$ cat src/rtl/receptor_serie_if.sv
// receptor_serie_if: serial-line and parallel-word port bundle of receptor_serie.
// The master side is the line front-end plus the word consumer. The slave side
// is the receiver.
// Handshake: a word moves when word_valid and word_ready are both 1 on a rising
// clock edge. word_valid stays high with Q stable until that happens.
// state_dbg mirrors the receiver FSM state. Encoding: 0 IDLE, 1 DATA, 2 PAR, 3 STOP.
`timescale 1ns/1ps
interface receptor_serie_if #(parameter int DATA_W = 8);
  logic              serial_in;
  logic              bit_valid;
  logic              dir;
  logic              word_ready;
  logic [DATA_W-1:0] Q;
  logic              word_valid;
  logic              parity_error;
  logic              frame_error;
  logic              overrun;
  logic              busy;
  logic [1:0]        state_dbg;

  modport master (
    output serial_in, bit_valid, dir, word_ready,
    input  Q, word_valid, parity_error, frame_error, overrun, busy, state_dbg
  );

  modport slave (
    input  serial_in, bit_valid, dir, word_ready,
    output Q, word_valid, parity_error, frame_error, overrun, busy, state_dbg
  );
endinterface

$ cat src/rtl/receptor_serie.sv
// receptor_serie: serial-to-parallel frame receiver.
// A frame is a start bit (0), DATA_W data bits, an optional even-parity bit and
// a stop bit (1). serial_in is sampled only on bit_valid cycles. The assembled
// word is presented on a valid/ready port.
// Optional feature macro: PARITY_CHECK_EN. When it is defined, the frame
// includes the parity bit and parity_error is live. When it is not defined,
// parity_error is tied to 0.
`timescale 1ns/1ps
module receptor_serie #(
  parameter int DATA_W = 8
) (
  input  logic              clock,
  input  logic              reset,
  receptor_serie_if.slave   bus
);

  localparam int CNT_W = $clog2(DATA_W);
  localparam logic [CNT_W-1:0] LAST_BIT = CNT_W'(DATA_W - 1);

  typedef enum logic [1:0] {
    IDLE = 2'd0,
    DATA = 2'd1,
    PAR  = 2'd2,
    STOP = 2'd3
  } state_t;

  state_t            state_q, state_d;
  logic [DATA_W-1:0] sh_q, sh_d;
  logic [CNT_W-1:0]  cnt_q, cnt_d;
  logic              dir_q, dir_d;
  logic              complete;
  logic              ferr;

  logic [DATA_W-1:0] q_q;
  logic              wv_q;
  logic              fe_q;
  logic              ov_q;

`ifdef PARITY_CHECK_EN
  // Parity mismatch of the frame in flight, and the flag held with Q.
  logic              perr_q, perr_d;
  logic              pe_q;
`endif

  // Next-state logic. Nothing advances on cycles where bit_valid is 0.
  always_comb begin
    state_d  = state_q;
    sh_d     = sh_q;
    cnt_d    = cnt_q;
    dir_d    = dir_q;
    complete = 1'b0;
    ferr     = 1'b0;
`ifdef PARITY_CHECK_EN
    perr_d   = perr_q;
`endif
    if (bus.bit_valid) begin
      case (state_q)
        IDLE: begin
          if (!bus.serial_in) begin
            dir_d   = bus.dir;
            cnt_d   = '0;
            state_d = DATA;
`ifdef PARITY_CHECK_EN
            perr_d  = 1'b0;
`endif
          end
        end
        DATA: begin
          // When dir is 0, data is sent MSB first and enters at bit 0.
          // When dir is 1, data is sent LSB first and enters at the top bit.
          if (dir_q) sh_d = {bus.serial_in, sh_q[DATA_W-1:1]};
          else       sh_d = {sh_q[DATA_W-2:0], bus.serial_in};
          cnt_d = cnt_q + 1'b1;
          if (cnt_q == LAST_BIT) begin
`ifdef PARITY_CHECK_EN
            state_d = PAR;
`else
            state_d = STOP;
`endif
          end
        end
        PAR: begin
`ifdef PARITY_CHECK_EN
          perr_d = bus.serial_in ^ (^sh_q);
`endif
          state_d = STOP;
        end
        STOP: begin
          state_d = IDLE;
          if (bus.serial_in) complete = 1'b1;
          else               ferr     = 1'b1;
        end
        default: state_d = IDLE;
      endcase
    end
  end

  // FSM, shift register and bit counter.
  always_ff @(posedge clock) begin
    if (reset) begin
      state_q <= IDLE;
      sh_q    <= '1;
      cnt_q   <= '0;
      dir_q   <= 1'b0;
`ifdef PARITY_CHECK_EN
      perr_q  <= 1'b0;
`endif
    end else begin
      state_q <= state_d;
      sh_q    <= sh_d;
      cnt_q   <= cnt_d;
      dir_q   <= dir_d;
`ifdef PARITY_CHECK_EN
      perr_q  <= perr_d;
`endif
    end
  end

  // Output word register. A completed word is loaded only if the slot is free
  // or is being emptied in the same cycle. Otherwise the word is dropped.
  always_ff @(posedge clock) begin
    if (reset) begin
      q_q  <= '1;
      wv_q <= 1'b0;
      fe_q <= 1'b0;
      ov_q <= 1'b0;
`ifdef PARITY_CHECK_EN
      pe_q <= 1'b0;
`endif
    end else begin
      fe_q <= ferr;
      ov_q <= 1'b0;
      if (complete) begin
        if (!wv_q || bus.word_ready) begin
          q_q  <= sh_q;
          wv_q <= 1'b1;
`ifdef PARITY_CHECK_EN
          pe_q <= perr_q;
`endif
        end else begin
          ov_q <= 1'b1;
        end
      end else if (wv_q && bus.word_ready) begin
        wv_q <= 1'b0;
      end
    end
  end

  assign bus.Q           = q_q;
  assign bus.word_valid  = wv_q;
  assign bus.frame_error = fe_q;
  assign bus.overrun     = ov_q;
  assign bus.busy        = (state_q != IDLE);
  assign bus.state_dbg   = state_q;
`ifdef PARITY_CHECK_EN
  assign bus.parity_error = pe_q;
`else
  assign bus.parity_error = 1'b0;
`endif

endmodule

$ cat src/flat_wrapper.sv
// flat-port wrapper written by rule: the top's interface ports become plain ports
module receptor_serie_flat 
#(
  parameter int DATA_W = 8
)
  (clock, reset, bus_serial_in, bus_bit_valid, bus_dir, bus_word_ready, bus_Q, bus_word_valid, bus_parity_error, bus_frame_error, bus_overrun, bus_busy, bus_state_dbg);
  receptor_serie_if #(.DATA_W(DATA_W)) bus_i ();
  input  logic clock;
  input  logic reset;
  input wire logic [$bits(bus_i.serial_in)-1:0] bus_serial_in;
  input wire logic [$bits(bus_i.bit_valid)-1:0] bus_bit_valid;
  input wire logic [$bits(bus_i.dir)-1:0] bus_dir;
  input wire logic [$bits(bus_i.word_ready)-1:0] bus_word_ready;
  output wire logic [$bits(bus_i.Q)-1:0] bus_Q;
  output wire logic [$bits(bus_i.word_valid)-1:0] bus_word_valid;
  output wire logic [$bits(bus_i.parity_error)-1:0] bus_parity_error;
  output wire logic [$bits(bus_i.frame_error)-1:0] bus_frame_error;
  output wire logic [$bits(bus_i.overrun)-1:0] bus_overrun;
  output wire logic [$bits(bus_i.busy)-1:0] bus_busy;
  output wire logic [$bits(bus_i.state_dbg)-1:0] bus_state_dbg;
  assign bus_i.serial_in = bus_serial_in;
  assign bus_i.bit_valid = bus_bit_valid;
  assign bus_i.dir = bus_dir;
  assign bus_i.word_ready = bus_word_ready;
  assign bus_Q = bus_i.Q;
  assign bus_word_valid = bus_i.word_valid;
  assign bus_parity_error = bus_i.parity_error;
  assign bus_frame_error = bus_i.frame_error;
  assign bus_overrun = bus_i.overrun;
  assign bus_busy = bus_i.busy;
  assign bus_state_dbg = bus_i.state_dbg;
  receptor_serie #(.DATA_W(DATA_W)) u_core (.clock(clock), .reset(reset), .bus(bus_i));
endmodule
$ cat config.mk
export PLATFORM = sky130hd
export DESIGN_NAME = receptor_serie_flat
export DESIGN_NICKNAME = d
export VERILOG_FILES = /design/src/rtl/receptor_serie_if.sv /design/src/rtl/receptor_serie.sv /design/src/flat_wrapper.sv
export SDC_FILE = /design/constraint.sdc
export NUM_CORES = 1
export LEC_CHECK = 0
export ABC_AREA = 1
export CELL_PAD_IN_SITES_DETAIL_PLACEMENT = 0
export CELL_PAD_IN_SITES_GLOBAL_PLACEMENT = 1
export CORE_ASPECT_RATIO = 1.4
export CORE_MARGIN = 4
export CORE_UTILIZATION = 38
export CTS_BUF_LIST = sky130_fd_sc_hd__clkbuf_8
export DETAILED_ROUTE_END_ITERATION = 8
export PLACE_DENSITY = 0.8
export SLEW_MARGIN = 20
export SYNTH_ARGS = -nofsm -noshare
export SYNTH_HDL_FRONTEND = slang
export SYNTH_SLANG_ARGS = --single-unit
export TNS_END_PERCENT = 50
$ cat constraint.sdc
create_clock -name clock -period 1.4 [get_ports clock]
set_input_delay 0.14 -clock clock [delete_from_list [all_inputs] [get_ports clock]]
set_output_delay 0.14 -clock clock [all_outputs]
set_load 0.05 [all_outputs]
==> flow_summary.yaml <==
run_status:
  status: "complete, no violations"
global_route:
  gr-usage-all-layers: 0.135
  grt_pass1_vias: 958
  grt_max_degree: 16
  grt_overflow: 0
  antenna_found_initial: 0
  grt_pass1_wl_um: 3820
clock_tree:
  cts-root-buf: "clkbuf_8"
  cts_hold_buf: 0
  cts_tree: "built"
  cts_htree_levels: 1
  clock-sinks: 25
  clk_latency_ps: 270
  clock_path_buffers: 2
  clk_pin_slew_ps: 90
  cts_made_buffers: 3
die:
  die-area_um2: 3760
  ioPinCount: 21
  dieWidth_um: 53
  die_h_um: 71
  core_um2: 2670
  initial_core_util: 0.403
  rows: 22
sta:
  rsz0062_at_grt: "true"
  fmax_ghz: 0.758
  period_share: 0.942
  layout_min_cycle_time_ps: 1320
  timing_hold_violations_final: 0
  timing.hold.ws_ps: 463
  finClkSkew_ps: 2.24
  setup_viol: 0
  fin_tns_setup_ps: 0
  final-max-slew-violation-count: 0
worst_setup_path:
  crit_path_start_kind: "flop"
  worstPathArrival_ps: 1520
  cpPeakStageDelay_ps: 360
  required_ps: 1610
  cp_max_fo: 4
  cp-end-kind: "flop"
  critPathKind: "flop to flop"
  crit_chain: "inv_1 > ha_1 > inv_1 > nor2_1 > nor2_2 > nand2_1 > nand2_1 > nor2_1"
  cp_slowest_cell: "dfxtp_4"
route:
  vias: 952
  dr.pass1.iters: 4
  via_per_inst: 4.76
  drc: 0
  wire_per_inst_um: 11.3
  detail-route-antenna-nets: 0
  totalWireLength_um: 2260
  drt_iter0_drc: 10
logic_synthesis:
  synthArstFlopShare: 0
  yosysWarnings: 0
  netlist_instances: 139
  synth_top_flop_cell: "dfxtp_1"
  synth.yosys.seq_area_share: 0.465
  synth_area_um2: 1080
  synth-edff-count: 0
  yosys_register_bits: 25
  syn-num-nets: 150
  ys_types: 20
  syn_area_per_cell_um2: 7.75
layout:
  mostFrequentLayoutCell: "nand2_1"
  syn2layout_area_growth_pct: 30.4
  finalInstanceArea_um2: 1410
  drive_above_1_share: 0.226
  n_fill_cell: 279
  fin_nets: 176
  antennaDiodeCount: 0
  multi_input_area_um2: 523
  sequential_cell_area_um2: 508
  final_cell_count_no_fill: 200
  most-common-layout-cells: "nand2_1 (26), dfxtp_1 (23), buf_4 (18)"
power:
  total_power_mw: 1.52
  peakVddDrop_mv: 0.608
  power.density_nw_per_um2: 1080
  cellLeakagePower_nw: 0.591
run:
  cap_violations: 0
place:
  place.port_buffers: 19
  dpl-instance-area_um2: 1350
  hpwl_um: 1770
  gp_congestion: 0.735
  placedCellCount: 196
min_path:
  min_path_type: "flop to flop"
worst max-delay path, delay by kind of cell, from the launching register on:
family                   cells  cell delay (ps)
AND/OR/NAND/NOR              5              420
flip-flops                   1              360
adder cells (fa/ha/maj)      1              270
buffers and inverters        2              200
flip-flops by register name, summed over array words and instances (netlist names):
signal                  cells
u_core.bus.word_valid       1
u_core.bus.state_dbg        2
u_core.bus.Q                8
u_core.dir_q                1
u_core.bus.overrun          1
u_core.bus.frame_error      1
u_core.sh_q                 8
u_core.cnt_q                3
layout make-up:
cell class                      count  share of cell area
Multi-Input combinational cell     97               0.372
Sequential cell                    25               0.362
Timing Repair Buffer               25               0.160
Inverter                           13              0.0392
Tap cell                           36              0.0321
Clock buffer                        3              0.0294
Clock inverter                      1             0.00534
report_power, final:
part	internal, mW	switching (mW)
logic	0.123	0.181
clock network	0.201	0.231
registers	0.744	0.0354
total	1.07	0.448
Yosys cell counts (5+ instances only):
cell type  instances  area [um2]
o21ai_1            6        30.0
a21oi_1           12        60.1
nand2_1           26        97.6
nor2_1            16        60.1
dfxtp_1           25         500
inv_1             10        37.5
o21ai_0           12        60.1
ha_1               5        62.6
nand3_1           10        50.1
path summary, 6_finish.rpt:
kind,startpoint,to,slack [ps],cells after the start
worst max-delay path,u_core.bus.state_dbg[1],u_core.bus.state_dbg[0],80,8
worst min-delay path,u_core.bus.Q[2],u_core.bus.Q[2],460,2
worst max register to register,u_core.bus.state_dbg[1],u_core.bus.state_dbg[0],80,8
worst min register to register,u_core.bus.Q[2],u_core.bus.Q[2],460,2
cells by family (layout without fill, tap and decap cells):
family	after synthesis	count (layout)	synth area share
other	1	1	0.00348
adders and majority gates	5	5	0.0581
AOI/OAI and AO/OA	30	30	0.139
buffers and inverters	17	42	0.0685
and+or+nand+nor	61	61	0.266
DFF	25	25	0.465
per-layer routing:
metal	vias to the layer above	global-route usage	wire length (um)
met2	14	0.260	1240
li1	500	-	-
met1	436	0.128	910
met5	-	0	0
met4	0	0.0653	23
met3	2	0.0274	82
stage by stage:
step / util / setup WS, ps
6_report: 0.526 / 81.5
5_1_grt: 0.526 / -20.3
4_1_cts: 0.523 / 61.4
3_5_place_dp: 0.505 / -29.5
3_3_place_gp: 0.505 / -9.59
2_1_floorplan: - / 37.1
repair_timing:
item	in CTS	in global routing
endpoints found under the setup margin	0	5
setup buffers	0	0
gates resized for setup	0	3
No activity file was read; power rests on OpenSTA's default activity.
